$ cat src/rtl/uart_rx_gen2.sv
`default_nettype none
// +----------------------------------------------------------------------------+
// | Module      : uart_rx_gen2                                                 |
// | Description : Oversampled UART receiver. Generic data width, runtime       |
// |               parity (even/odd) and 1/2 stop bits, 3-sample majority vote, |
// |               start-glitch rejection, valid/ready output with overrun.     |
// | Ports       : clk, rst (sync, active-low), RX_IN (synchronised serial in), |
// |               prescale (oversampling ratio), PAR_EN, PAR_TYP, STOP_2,      |
// |               m_data/m_valid/m_ready (frame output handshake),             |
// |               parity_error, stop_error (frame flags), overrun (pulse),     |
// |               break_det (pulse, only with UART_RX_BREAK_DET_EN defined).   |
// | Option      : UART_RX_BREAK_DET_EN adds break detection and break_det.     |
// | Revision    : 1.0  initial release                                         |
// +----------------------------------------------------------------------------+
module uart_rx_gen2 #(
    parameter int DATA_WIDTH = 8,
    parameter int PRESC_W    = 6
) (
    input  logic                  clk,
    input  logic                  rst,
    input  logic                  RX_IN,
    input  logic [PRESC_W-1:0]    prescale,
    input  logic                  PAR_EN,
    input  logic                  PAR_TYP,
    input  logic                  STOP_2,
    output logic [DATA_WIDTH-1:0] m_data,
    output logic                  m_valid,
    input  logic                  m_ready,
    output logic                  parity_error,
    output logic                  stop_error,
    output logic                  overrun
`ifdef UART_RX_BREAK_DET_EN
    ,
    output logic                  break_det
`endif
);

    localparam logic [2:0] c_ST_IDLE   = 3'd0;
    localparam logic [2:0] c_ST_START  = 3'd1;
    localparam logic [2:0] c_ST_DATA   = 3'd2;
    localparam logic [2:0] c_ST_PARITY = 3'd3;
    localparam logic [2:0] c_ST_STOP   = 3'd4;
`ifdef UART_RX_BREAK_DET_EN
    localparam logic [2:0] c_ST_BREAK  = 3'd5;
`endif
    localparam logic [3:0]         c_LAST_DATA = 4'(DATA_WIDTH - 1);
    localparam logic [PRESC_W-1:0] c_ONE       = {{(PRESC_W-1){1'b0}}, 1'b1};

    logic [2:0]            r_state;
    logic [PRESC_W-1:0]    r_edge_cnt;
    logic [3:0]            r_bit_cnt;
    logic [PRESC_W-1:0]    r_presc;
    logic                  r_par_en;
    logic                  r_par_typ;
    logic                  r_stop2;
    logic                  r_s0;
    logic                  r_s1;
    logic [DATA_WIDTH-1:0] r_shift;
    logic                  r_par_bit;
    logic                  r_stop_err;
`ifdef UART_RX_BREAK_DET_EN
    logic                  r_stop1_zero;
`endif

    logic [PRESC_W-1:0] w_half;
    logic               w_is_s0;
    logic               w_is_s1;
    logic               w_is_vote;
    logic               w_is_last;
    logic               w_vote;
    logic               w_last_stop;
    logic               w_complete;
    logic               w_frame_pe;
    logic               w_frame_se;
    logic               w_break;

    // Sample points sit around mid-bit; the third sample is taken together
    // with the vote so the decision uses the live RX_IN value.
    assign w_half      = {1'b0, r_presc[PRESC_W-1:1]};
    assign w_is_s0     = (r_edge_cnt == (w_half - c_ONE));
    assign w_is_s1     = (r_edge_cnt == w_half);
    assign w_is_vote   = (r_edge_cnt == (w_half + c_ONE));
    assign w_is_last   = (r_edge_cnt == (r_presc - c_ONE));
    assign w_vote      = (r_s0 & r_s1) | (r_s0 & RX_IN) | (r_s1 & RX_IN);
    assign w_last_stop = r_stop2 ? (r_bit_cnt == 4'd1) : (r_bit_cnt == 4'd0);
    assign w_complete  = (r_state == c_ST_STOP) && w_is_vote && w_last_stop;
    assign w_frame_pe  = r_par_en & ((^r_shift) ^ r_par_typ ^ r_par_bit);
    assign w_frame_se  = r_stop_err | ~w_vote;

`ifdef UART_RX_BREAK_DET_EN
    logic w_first_stop0;
    // With one stop bit the first stop bit is the one being voted right now.
    assign w_first_stop0 = (r_bit_cnt == 4'd0) ? ~w_vote : r_stop1_zero;
    assign w_break = (r_shift == '0) && (!r_par_en || !r_par_bit) && w_first_stop0;
`else
    assign w_break = 1'b0;
`endif

    always_ff @(posedge clk) begin
        if (!rst) begin
            r_state      <= c_ST_IDLE;
            r_edge_cnt   <= '0;
            r_bit_cnt    <= '0;
            r_presc      <= '0;
            r_par_en     <= 1'b0;
            r_par_typ    <= 1'b0;
            r_stop2      <= 1'b0;
            r_s0         <= 1'b0;
            r_s1         <= 1'b0;
            r_shift      <= '0;
            r_par_bit    <= 1'b0;
            r_stop_err   <= 1'b0;
            m_data       <= '0;
            m_valid      <= 1'b0;
            parity_error <= 1'b0;
            stop_error   <= 1'b0;
            overrun      <= 1'b0;
`ifdef UART_RX_BREAK_DET_EN
            r_stop1_zero <= 1'b0;
            break_det    <= 1'b0;
`endif
        end else begin
            overrun <= 1'b0;
`ifdef UART_RX_BREAK_DET_EN
            break_det <= w_complete && w_break;
`endif
            // Output side: a completing frame takes priority over a plain
            // consume because it also covers the consume-and-reload case.
            if (w_complete && !w_break) begin
                if (!m_valid || m_ready) begin
                    m_data       <= r_shift;
                    m_valid      <= 1'b1;
                    parity_error <= w_frame_pe;
                    stop_error   <= w_frame_se;
                end else begin
                    overrun <= 1'b1;
                end
            end else if (m_valid && m_ready) begin
                m_valid      <= 1'b0;
                parity_error <= 1'b0;
                stop_error   <= 1'b0;
            end

            if (r_state != c_ST_IDLE) begin
                if (w_is_s0) r_s0 <= RX_IN;
                if (w_is_s1) r_s1 <= RX_IN;
                r_edge_cnt <= w_is_last ? '0 : (r_edge_cnt + c_ONE);
            end

            case (r_state)
                c_ST_IDLE: begin
                    if (!RX_IN) begin
                        r_state    <= c_ST_START;
                        r_edge_cnt <= '0;
                        r_bit_cnt  <= '0;
                        r_presc    <= prescale;
                        r_par_en   <= PAR_EN;
                        r_par_typ  <= PAR_TYP;
                        r_stop2    <= STOP_2;
                        r_stop_err <= 1'b0;
                    end
                end
                c_ST_START: begin
                    if (w_is_vote && w_vote) begin
                        r_state <= c_ST_IDLE;   // glitch, not a real start bit
                    end else if (w_is_last) begin
                        r_state   <= c_ST_DATA;
                        r_bit_cnt <= '0;
                    end
                end
                c_ST_DATA: begin
                    if (w_is_vote) r_shift <= {w_vote, r_shift[DATA_WIDTH-1:1]};
                    if (w_is_last) begin
                        if (r_bit_cnt == c_LAST_DATA) begin
                            r_state   <= r_par_en ? c_ST_PARITY : c_ST_STOP;
                            r_bit_cnt <= '0;
                        end else begin
                            r_bit_cnt <= r_bit_cnt + 4'd1;
                        end
                    end
                end
                c_ST_PARITY: begin
                    if (w_is_vote) r_par_bit <= w_vote;
                    if (w_is_last) begin
                        r_state   <= c_ST_STOP;
                        r_bit_cnt <= '0;
                    end
                end
                c_ST_STOP: begin
                    if (w_is_vote) begin
                        if (!w_vote) r_stop_err <= 1'b1;
`ifdef UART_RX_BREAK_DET_EN
                        if (r_bit_cnt == 4'd0) r_stop1_zero <= ~w_vote;
`endif
                    end
                    if (w_complete) begin
`ifdef UART_RX_BREAK_DET_EN
                        if (w_break) begin
                            r_state    <= c_ST_BREAK;
                            r_edge_cnt <= '0;
                        end else begin
                            r_state <= c_ST_IDLE;
                        end
`else
                        r_state <= c_ST_IDLE;
`endif
                    end else if (w_is_last) begin
                        // An illegal prescale may never reach the vote point;
                        // leaving here guarantees the FSM cannot hang.
                        if (w_last_stop) r_state <= c_ST_IDLE;
                        else             r_bit_cnt <= r_bit_cnt + 4'd1;
                    end
                end
`ifdef UART_RX_BREAK_DET_EN
                c_ST_BREAK: begin
                    // Require one full bit time of continuous idle line.
                    if (!RX_IN)         r_edge_cnt <= '0;
                    else if (w_is_last) r_state    <= c_ST_IDLE;
                end
`endif
                default: r_state <= c_ST_IDLE;
            endcase
        end
    end

endmodule
`default_nettype wire

$ cat config.mk
export PLATFORM = sky130hd
export DESIGN_NAME = uart_rx_gen2
export DESIGN_NICKNAME = d
export VERILOG_FILES = /design/src/rtl/uart_rx_gen2.sv
export SDC_FILE = /design/constraint.sdc
export NUM_CORES = 1
export LEC_CHECK = 0
export ABC_AREA = 1
export BUFFER_PORTS_ARGS = -buffer_cell sky130_fd_sc_hd__buf_2
export CORE_ASPECT_RATIO = 0.9
export CORE_MARGIN = 2
export CORE_UTILIZATION = 55
export CTS_CLUSTER_SIZE = 20
export DETAILED_ROUTE_END_ITERATION = 8
export MAX_ROUTING_LAYER = met4
export PLACE_DENSITY_LB_ADDON = 0.25
export SYNTH_ARGS = -nofsm -noshare
export SYNTH_HDL_FRONTEND = slang
export SYNTH_SLANG_ARGS = --single-unit
$ cat constraint.sdc
create_clock -name clk -period 2.9 [get_ports clk]
set_input_delay 0.435 -clock clk [delete_from_list [all_inputs] [get_ports clk]]
set_output_delay 0.435 -clock clk [all_outputs]
set_load 0.03 [all_outputs]
==> impl_metrics.env, run 1 <==
export IMPL_status="completed"
export IMPL_reg2reg_to="m_data[4]"
export IMPL_crit_path_cell_trace="inv_1 -> ha_1 -> inv_1 -> nand2_1 -> nand2_1 -> nor2_1 -> nand2_1 -> nor2_4 -> nand3_2 -> nor2_2 -> inv_1 -> nor2_1 -> nor2_1"
export IMPL_cp_top_family="simple AND/OR/NAND/NOR gates"
export IMPL_cp_depth=13
export IMPL_slew_headroom=0.6107
export IMPL_power_w=0.002380
export IMPL_vias_per_cell=5.472
export IMPL_final_hold_violation_count=0
export IMPL_postPlaceCellArea_um2=2780
export IMPL_post_cts_buffers=0
export IMPL_synth_edf_count=0
export IMPL_synth_ff_type="dfxtp_1"
export IMPL_ant_nets=0
export IMPL_powerDensity_nw_per_um2=828.4
export IMPL_cp_end_kind="register"
export IMPL_grt_start_max_net_pins=27
export IMPL_insertion_delay_ns=0.31
export IMPL_worst_pin_slew_ns=0.5833
export IMPL_avgSynthCellArea_um2=6.767
export IMPL_rsz0062_at_grt="false"
export IMPL_slowest_stage="dfxtp_1"
export IMPL_port_buffers=24
export IMPL_layout_min_cycle_time_ns=2.316
export IMPL_wl_per_cell_um=13.41
export IMPL_overflow=0
export IMPL_cp_data_arrival_time_ns=2.53
export IMPL_hp_class="in -> reg"
export IMPL_fp_dieH_um=69.46
export IMPL_grt_first_pass_wirelength_um=10580
export IMPL_p_leak_nw=1.292
export IMPL_netlist_instances=387
export IMPL_drive_gt1_frac=0.1259
export IMPL_dp_slack_ns=0.6111
export IMPL_clkTransAtPathRegs_ns=0.10
export IMPL_r2r_start="r_presc[1]"
export IMPL_clock_root_buffer="clkbuf_8"
export IMPL_crit_path_max_fanout=11
export IMPL_cp_start_kind="register"
export IMPL_critPathMaxStageDelay_ns=0.40
export IMPL_finClkSkew_ns=0.01046
export IMPL_yosys_warnings=0
export IMPL_cap_viol_max_count=0
export IMPL_core_area_um2=4518
export IMPL_initial_core_util=0.5796
export IMPL_grt_pass1_vias=2318
export IMPL_first_iter_violations=222
export IMPL_fin_nets=433
export IMPL_crit_end="m_data[4]"
export IMPL_track_usage=0.2520
export IMPL_cts_resized=0
export IMPL_async_flop_share=0
export IMPL_drt_pass1_iter_count=7
export IMPL_cts_tree="yes"
export IMPL_drv_slew=0
export IMPL_clock_path_buffers=2
export IMPL_synth_fp_nets=408
export IMPL_crit_type="reg -> reg"
export IMPL_gp_congestion=0.9237
export IMPL_yosysMostFrequentCell="nand2_1"
export IMPL_numCtsBuffers=5
export IMPL_peakVddDrop_mv=0.4637
export IMPL_finalSetupViolations=0
export IMPL_synth_area_leaders="dfxtp_1, nand2_1, nor2_1"
export IMPL_drc=0
export IMPL_htreeDepth=2
export IMPL_synth_top_area_cell="dfxtp_1"
export IMPL_netlist_area_um2=2619
export IMPL_max_clock_freq_ghz=0.4317
export IMPL_finalWirelength_um=6372
export IMPL_areaGrowthSynthToFinish_pct=9.699
export IMPL_hpwl_um=4629
export IMPL_finalInstanceArea_um2=2873
export IMPL_antennaDiodeCount=0
export IMPL_setup_slack_ns=0.5835
export IMPL_antenna_found_initial=0
export IMPL_synth_common_cells="nand2_1, dfxtp_1, nor2_1, inv_1, a21oi_1"
export IMPL_holdWs_ns=0.3400
export IMPL_die_area_um2=5330
export IMPL_hold_buffers=0
export IMPL_rows=23
export IMPL_vias=2599
export IMPL_cp_buffers_inverters=3
export IMPL_yosys_area_top_type_share=0.3516
export IMPL_ys_seq_elements=46
export IMPL_yosysUniqueCellTypes=34
export IMPL_fin_crit_sh=0.7988
export IMPL_crit_start="r_presc[1]"
export IMPL_setup_tns_final_ns=0
export IMPL_io_pins=25
export IMPL_ys_seq_area_frac=0.3516
export IMPL_reg2reg_slack_ns=0.58
export IMPL_tritoncts_num_sinks=46
export IMPL_required_ns=3.12
export IMPL_r2r_cells=13
export IMPL_die_w_um=76.74
[area by class of cell]
| type | count | area, um^2 |
|---|---|---|
| fill | 432 | 1645 |
| inverter | 43 | 161.4 |
| clock buffer | 5 | 68.82 |
| timing repair buffer | 25 | 127.6 |
| sequential | 46 | 920.9 |
| multi-input combinational | 291 | 1493 |
| clock inverter | 3 | 23.77 |
| tap | 62 | 77.57 |
[tightest hold or removal path: cells and delay by family]
| kind | cells | cell delay [ns] |
|---|---|---|
| buffers and inverters | 1 | 0.07 |
| AND/OR/NAND/NOR | 2 | 0.12 |
[power by group]
group | total [W] | switching, W | internal, W
combinational | 0.00110 | 0.000731 | 0.000372
sequential | 0.000857 | 0.000122 | 0.000735
clock | 0.000419 | 0.000246 | 0.000173
total | 0.00238 | 0.00110 | 0.00128
[cells by family after synthesis]
family | synth area share
AO/OA/AOI/OAI | 0.1443
XOR/XNOR | 0.06355
adder cells (fa/ha/maj) | 0.03822
buffers and inverters | 0.07835
flip-flops | 0.3516
AND/OR/NAND/NOR | 0.3239
[worst min-delay path by stage]
stage              start  depth (start not counted)  slack (ns)        end
6_report         PAR_TYP                          3        0.34  r_par_typ
5_1_grt          PAR_TYP                          3        0.34  r_par_typ
4_1_cts          PAR_TYP                          3        0.34  r_par_typ
3_5_place_dp   r_par_bit                          2        0.45  r_par_bit
3_3_place_gp   r_par_bit                          2        0.45  r_par_bit
2_1_floorplan  r_par_bit                          2        0.44  r_par_bit
[metrics by stage]
stage | util | instances
final | 0.6358 | 475
after global routing | 0.6358 | 475
after CTS | 0.6358 | 475
after detailed placement | 0.6153 | 467
after global placement | 0.6153 | 467
after floorplan | - | 387
[cell usage in the layout, fill, tap and decap left out, drive strengths merged]
cell type	instances
a211oi	1
a21boi	1
a21oi	31
a22oi	1
a311oi	1
a31oi	1
buf	25
clkbuf	5
clkinv	1
clkinvlp	2
dfxtp	46
ha	8
inv	43
nand2	98
nand3	32
nand3b	1
nand4	7
nor2	46
nor3	7
nor3b	1
o2111ai	1
o21a	1
o21ai	31
o21bai	1
o22ai	1
or2	1
xnor2	10
xor2	9
[sequential cells by signal, indices dropped and copies added, names as in the netlist]
name,flops
parity_error,1
stop_error,1
r_bit_cnt,4
r_stop2,1
r_par_en,1
overrun,1
m_valid,1
m_data,8
r_edge_cnt,6
r_presc,6
r_s1,1
r_stop_err,1
r_par_bit,1
r_shift,8
r_par_typ,1
r_s0,1
r_state,3
[per-layer routing]
metal  wire, um  up-vias  track usage
li1           -     1308            -
met1       3103     1179       0.3508
met2       2746       94       0.3665
met3        402       18      0.04948
met4        119        0      0.08485
met5          0        -            -
No activity file was read; power rests on OpenSTA's default activity.
==> run 2: changes to the inputs <==
--- a/config.mk
+++ b/config.mk
@@ -5,7 +5,7 @@
 export SDC_FILE = /design/constraint.sdc
 export NUM_CORES = 1
 export LEC_CHECK = 0
-export ABC_AREA = 1
+export ABC_AREA = 0
 export BUFFER_PORTS_ARGS = -buffer_cell sky130_fd_sc_hd__buf_2
 export CORE_ASPECT_RATIO = 0.9
 export CORE_MARGIN = 2
==> constraint.sdc (replaced) <==
create_clock -name clk -period 2.4 [get_ports clk]
set_input_delay 0.36 -clock clk [delete_from_list [all_inputs] [get_ports clk]]
set_output_delay 0.36 -clock clk [all_outputs]
set_load 0.03 [all_outputs]
==> run 2 against run 1 <==
  * Synthesized area rose by 2.6%
  * Synthesized cell count fell by 18%
  * Routed wire length fell by 5.9%
  * Flip-flop and latch count did not move
  * Clock power rose by 15%
  * Cell count fell by 13%
==> impl_metrics.env, run 2 <==
export IMPL_netlist_instances=316
export IMPL_finalSetupViolations=0
export IMPL_powerDensity_nw_per_um2=749.2
export IMPL_synth_ff_type="dfxtp_1"
export IMPL_port_buffers=24
export IMPL_largestRegisters="m_data: 8 flops, r_shift: 8 flops"
export IMPL_yosysMostFrequentCell="dfxtp_1"
export IMPL_io_pins=25
export IMPL_clock_path_buffers=2
export IMPL_finalWirelength_um=5997
export IMPL_required_ns=2.63
export IMPL_rows=24
export IMPL_power_w=0.002300
export IMPL_min_delay_worst_endpoint="r_presc[0]"
export IMPL_die_w_um=77.69
export IMPL_die_area_um2=5462
export IMPL_yosys_area_top_type_share=0.3426
export IMPL_core_area_um2=4775
export IMPL_fin_crit_sh=0.9615
export IMPL_rsz0062_at_grt="true"
export IMPL_async_flop_share=0
export IMPL_fin_nets=366
export IMPL_first_iter_violations=224
export IMPL_ys_seq_area_frac=0.3426
export IMPL_p_leak_nw=1.225
export IMPL_synth_area_leaders="dfxtp_1, mux2i_1, xnor2_1"
export IMPL_yosysUniqueCellTypes=55
export IMPL_drive_gt1_frac=0.2052
export IMPL_clock_root_buffer="clkbuf_8"
export IMPL_critPathMaxStageDelay_ns=0.51
export IMPL_htreeDepth=2
export IMPL_finalNonFillerCells=411
export IMPL_numCtsBuffers=5
export IMPL_antenna_found_initial=0
export IMPL_slew_headroom=0.6169
export IMPL_dp_cells=399
export IMPL_crit_path_max_fanout=8
export IMPL_hold_path_startpoint="prescale[0]"
export IMPL_fp_dieH_um=70.32
export IMPL_hold_buffers=0
export IMPL_synth_edf_count=0
export IMPL_dp_slack_ns=0.001916
export IMPL_num_fill_cells=409
export IMPL_vias_per_cell=5.662
export IMPL_cp_start_kind="register"
export IMPL_drv_slew=0
export IMPL_drc=0
export IMPL_overflow=0
export IMPL_final_cell_mix="dfxtp_1, nor2_1, nand2_1"
export IMPL_insertion_delay_ns=0.31
export IMPL_cap_viol_max_count=0
export IMPL_reg2reg_slack_ns=0.09
export IMPL_vias=2327
export IMPL_clkTransAtPathRegs_ns=0.09
export IMPL_synth_fp_nets=337
export IMPL_initial_core_util=0.5629
export IMPL_avgSynthCellArea_um2=8.505
export IMPL_max_clock_freq_ghz=0.4334
export IMPL_ys_seq_elements=46
export IMPL_whs_path_depth=3
export IMPL_crit_type="reg -> reg"
export IMPL_layout_commonest_cell="dfxtp_1"
export IMPL_areaGrowthSynthToFinish_pct=14.20
export IMPL_synth_common_cells="dfxtp_1, nor2_1, nand2_1, mux2i_1, a21oi_1"
export IMPL_yosys_warnings=0
export IMPL_layout_min_cycle_time_ns=2.307
export IMPL_track_usage=0.2364
export IMPL_finClkSkew_ns=0.008201
export IMPL_peakVddDrop_mv=0.4415
export IMPL_hpwl_um=4296
export IMPL_cts_tree="yes"
export IMPL_cp_data_arrival_time_ns=2.54
export IMPL_final_hold_violation_count=0
export IMPL_r2r_cells=9
export IMPL_tritoncts_num_sinks=46
export IMPL_wl_per_cell_um=14.59
export IMPL_grt_pass1_vias=2243
export IMPL_grt_first_pass_wirelength_um=10120
export IMPL_synth_top_area_cell="dfxtp_1"
export IMPL_ant_nets=0
export IMPL_hp_class="in -> reg"
export IMPL_status="completed"
export IMPL_drt_pass1_iter_count=4
export IMPL_slowest_stage="or4b_1"
export IMPL_antennaDiodeCount=0
export IMPL_grt_start_max_net_pins=23
export IMPL_setup_slack_ns=0.09250
export IMPL_crit_path_cell_trace="buf_4 -> ha_1 -> nand2b_1 -> a21o_1 -> a31oi_4 -> nor3_1 -> buf_4 -> or4b_1 -> a21oi_1"
export IMPL_r2r_start="r_presc[1]"
export IMPL_setup_tns_final_ns=0
export IMPL_cp_end_kind="register"
export IMPL_reg2reg_to="r_bit_cnt[1]"
export IMPL_netlist_area_um2=2688
export IMPL_gp_congestion=0.9239
export IMPL_worst_pin_slew_ns=0.5740
export IMPL_final_util=0.6428
export IMPL_cpMostUsedCell="buf_4"
==> run 2: changes by cell type in the layout (fill, tap and decap cells not counted), sizes merged, moves of 5 or more <==
cell / delta
a21oi: -11
buf: +18
inv: -33
mux2i: +21
nand2: -67
nand2b: +5
nand3: -19
nor2: -12
nor4: +5
o21ai: -23
xnor2: +9
==> run 2: critical path: cells and delay by family (launching register included) <==
kind                     cells  cell delay, ns
AO/OA/AOI/OAI                3            0.63
buffers and inverters        2            0.32
adder cells (fa/ha/maj)      1            0.21
flip-flops                   1            0.32
AND/OR/NAND/NOR              3            0.76
==> run 2: metrics by stage <==
step	hold WS (ns)	area, um^2
2_1_floorplan	0.4488	2688
3_3_place_gp	0.4576	2902
3_5_place_dp	0.4707	2902
4_1_cts	0.2754	2989
5_1_grt	0.2890	3069
6_report	0.2776	3069
==> run 2: logic make-up (layout without fill, tap and decap cells) <==
family / after synthesis / count (layout) / synth area share
and+or+nand+nor: 123 / 123 / 0.2337
AOI/OAI and AO/OA: 57 / 57 / 0.1481
DFF: 46 / 46 / 0.3426
buffers and inverters: 31 / 61 / 0.05354
xor gates and xnor gates: 29 / 29 / 0.1029
muxes: 21 / 21 / 0.07821
adders and majority gates: 9 / 9 / 0.04097
==> run 2: worst max path at each step <==
stage,depth (start not counted),slack (ns),end,start
final,9,0.09,r_bit_cnt[1],r_presc[1]
after global routing,10,-0.02,m_data[7],r_presc[1]
after CTS,10,0.005,m_data[7],r_presc[2]
after detailed placement,8,0.002,r_bit_cnt[1],r_presc[0]
after global placement,8,0.05,r_bit_cnt[1],r_presc[0]
after floorplan,10,0.01,r_shift[0],r_presc[1]
==> run 2: report_power, final <==
part / total (W) / switching (W) / internal, W
clock: 0.000483 / 0.000277 / 0.000206
sequential: 0.000912 / 0.0000913 / 0.000821
combinational: 0.000905 / 0.000509 / 0.000396
total: 0.00230 / 0.000877 / 0.00142
==> run 2: area by class of cell <==
class                           count  area [um^2]  area share
Clock buffer                        6        72.57     0.02364
Clock inverter                      2        13.76    0.004484
Inverter                           10        37.54     0.01223
Multi-Input combinational cell    239         1667      0.5430
Sequential cell                    46        923.4      0.3009
Tap cell                           65        81.33     0.02650
Timing Repair Buffer               43        274.0     0.08928
==> run 2: metal layers <==
metal / global-route usage / vias up / wire, um
met1: 0.2952 / 1078 / 2668
li1: - / 1169 / -
met3: 0.04393 / 11 / 368
met2: 0.3841 / 69 / 2844
met5: - / - / 0
met4: 0.08135 / 0 / 115
==> run 2: timing repair <==
| item | in CTS | in global routing |
|---|---|---|
| gates cloned | 0 | 1 |
| gates resized for setup | 1 | 16 |
| setup endpoints to repair | 2 | 22 |
| endpoints found under the hold margin | 0 | 0 |
| buffers inserted | 0 | 3 |
| pin swaps | 1 | 5 |
==> run 3: changes to the inputs <==
--- a/config.mk
+++ b/config.mk
@@ -9,7 +9,7 @@
 export BUFFER_PORTS_ARGS = -buffer_cell sky130_fd_sc_hd__buf_2
 export CORE_ASPECT_RATIO = 0.9
 export CORE_MARGIN = 2
-export CORE_UTILIZATION = 55
+export CORE_UTILIZATION = 53
 export CTS_CLUSTER_SIZE = 20
 export DETAILED_ROUTE_END_ITERATION = 8
 export MAX_ROUTING_LAYER = met4
==> constraint.sdc (replaced) <==
create_clock -name clk -period 2.1 [get_ports clk]
set_input_delay 0.315 -clock clk [delete_from_list [all_inputs] [get_ports clk]]
set_output_delay 0.315 -clock clk [all_outputs]
set_load 0.03 [all_outputs]
==> run 3 against run 2 <==
  * The flow now finishes with violations (negative setup slack)
  * Clock power grew 20%
  * Design area grew 17%
  * Clock skew grew 0.0049 ns
  * Non-clock buffer count grew 31
  * Flip-flop and latch count is the same
  * Core utilization grew 9.3 points
  * Critical path type unchanged
  * Largest cell class unchanged
==> impl_metrics.env, run 3 (synthesis gave the netlist of run 2 again) <==
export IMPL_finalInstanceArea_um2=3577
export IMPL_cp_end_kind="register"
export IMPL_finClkSkew_ns=0.01313
export IMPL_cap_viol_max_count=0
export IMPL_required_ns=2.36
export IMPL_grt_first_pass_wirelength_um=10920
export IMPL_drive_gt1_frac=0.3528
export IMPL_final_hold_violation_count=0
export IMPL_grt_start_max_net_pins=27
export IMPL_fin_crit_sh=1.060
export IMPL_powerDensity_nw_per_um2=887.3
export IMPL_p_leak_nw=1.413
export IMPL_clock_path_buffers=2
export IMPL_final_cell_mix="dfxtp_1, buf_4, nand2_1, nor2_1, buf_2"
export IMPL_max_clock_freq_ghz=0.4493
export IMPL_rsz0062_at_grt="true"
export IMPL_p_sw_frac=0.3983
export IMPL_fin_nets=397
export IMPL_layout_min_cycle_time_ns=2.226
export IMPL_switchingPower_w=0.001264
export IMPL_drt_pass1_iter_count=4
export IMPL_power_frac_seq=0.329
export IMPL_die_w_um=79.06
export IMPL_wl_per_cell_um=16.09
export IMPL_critPathMaxStageDelay_ns=0.48
export IMPL_drv_slew=0
export IMPL_finalSetupViolations=30
export IMPL_clkTransAtPathRegs_ns=0.10
export IMPL_io_pins=25
export IMPL_drc=0
export IMPL_cp_buffers_inverters=1
export IMPL_vias_per_cell=5.717
export IMPL_postPlaceCellArea_um2=3151
export IMPL_crit_type="reg -> reg"
export IMPL_vias=2527
export IMPL_cp_top_family="compound AO/OA/AOI/OAI gates"
export IMPL_status="finished with violations"
export IMPL_dp_cells=427
export IMPL_worst_pin_slew_ns=0.4355
export IMPL_antennaDiodeCount=0
export IMPL_holdWs_ns=0.2351
export IMPL_violations="negative setup slack"
export IMPL_slowest_stage="or4b_4"
export IMPL_crit_path_max_fanout=6
export IMPL_core_area_um2=4865
export IMPL_dp_slack_ns=-0.05802
export IMPL_setup_tns_final_ns=-1.604
export IMPL_overflow=0
export IMPL_first_iter_violations=144
export IMPL_internal_power_w=0.001910
export IMPL_crit_path_cell_trace="inv_6 -> ha_4 -> o21ba_4 -> a221oi_4 -> o211ai_1 -> a22o_4 -> or4b_4 -> a21oi_2"
export IMPL_port_buffers=24
export IMPL_slew_headroom=0.7081
export IMPL_setup_slack_ns=-0.1256
export IMPL_hp_class="in -> reg"
export IMPL_ant_nets=0
export IMPL_hpwl_um=4719
export IMPL_insertion_delay_ns=0.31
export IMPL_die_area_um2=5657
export IMPL_finalNonFillerCells=442
export IMPL_combPwrFrac=0.487
export IMPL_numCtsBuffers=5
export IMPL_areaGrowthSynthToFinish_pct=33.10
export IMPL_cts_tree="yes"
export IMPL_peakVddDrop_mv=0.5521
export IMPL_cp_data_arrival_time_ns=2.48
export IMPL_antenna_found_initial=0
export IMPL_gp_congestion=0.9088
export IMPL_largestRegisters="m_data: 8 flops, r_shift: 8 flops"
export IMPL_cp_start_kind="register"
export IMPL_p_clk_frac=0.183
export IMPL_fp_dieH_um=71.56
export IMPL_htreeDepth=2
export IMPL_clock_root_buffer="clkbuf_8"
export IMPL_track_usage=0.2508
export IMPL_rows=24
export IMPL_initial_core_util=0.5525
export IMPL_grt_pass1_vias=2313
export IMPL_finalWirelength_um=7110
export IMPL_layout_commonest_cell="dfxtp_1"
export IMPL_tritoncts_num_sinks=46
run 3: cell types whose count changed in the layout (fill, tap and decap cells not counted), moves of 3 or more:
cell    change
ha_4        +4
ha_1        -3
buf_6       +5
nor2_1      -3
buf_4      +26
nor3_1      -3
run 3: power groups by stage:
stage	logic [W]	registers [W]	clock network [W]
after floorplan	0.000809	0.00101	0
after global placement	0.00116	0.00105	0
after detailed placement	0.00119	0.00105	0
after CTS	0.00128	0.00104	0.000586
after global routing	0.00165	0.00106	0.000620
final	0.00155	0.00105	0.000582
run 3: repair_timing:
item                                    CTS  global route
gates cloned                              1             0
pin swaps                                 8            31
hold buffers                              0             0
gates resized for setup                  21            40
setup buffers                             1             6
endpoints found under the setup margin   24            30
run 3: layer usage:
| layer | share of wire | global-route usage | vias to the layer above |
|---|---|---|---|
| met5 | 0 | - | - |
| met2 | 0.47 | 0.3851 | 79 |
| met1 | 0.46 | 0.3472 | 1207 |
| met3 | 0.046 | 0.03904 | 17 |
| li1 | - | - | 1224 |
| met4 | 0.023 | 0.06897 | 0 |
run 3: worst register-to-register path: stages, from the launching register on:
cell and delay (ns):
dfxtp_4 0.40, inv_6 0.06, ha_4 0.17, o21ba_4 0.20
a221oi_4 0.31, o211ai_1 0.16, a22o_4 0.27, or4b_4 0.48
a21oi_2 0.12
run 3: worst paths after layout:
check / from / end / slack [ns] / cells past startpoint
worst max-delay path: r_presc[1] / r_bit_cnt[1] / -0.13 / 8
worst min-delay path: prescale[0] / r_presc[0] / 0.24 / 3
worst max register to register: r_presc[1] / r_bit_cnt[1] / -0.13 / 8
worst min register to register: r_stop2 / r_stop2 / 0.48 / 2
run 3: final cells by class:
| class | instances | area [um^2] |
|---|---|---|
| Clock inverter | 3 | 25.02 |
| Inverter | 10 | 45.04 |
| Fill cell | 358 | 1287 |
| Multi-Input combinational cell | 239 | 1902 |
| Tap cell | 65 | 81.33 |
| Timing Repair Buffer | 74 | 525.5 |
| Sequential cell | 46 | 929.6 |
| Clock buffer | 5 | 68.82 |
run 3: stage by stage:
stage,util,total power [W]
6_report,0.7353,0.003174
5_1_grt,0.7353,0.003327
4_1_cts,0.6867,0.002905
3_5_place_dp,0.6476,0.002244
3_3_place_gp,0.6476,0.002214
2_1_floorplan,-,0.001816
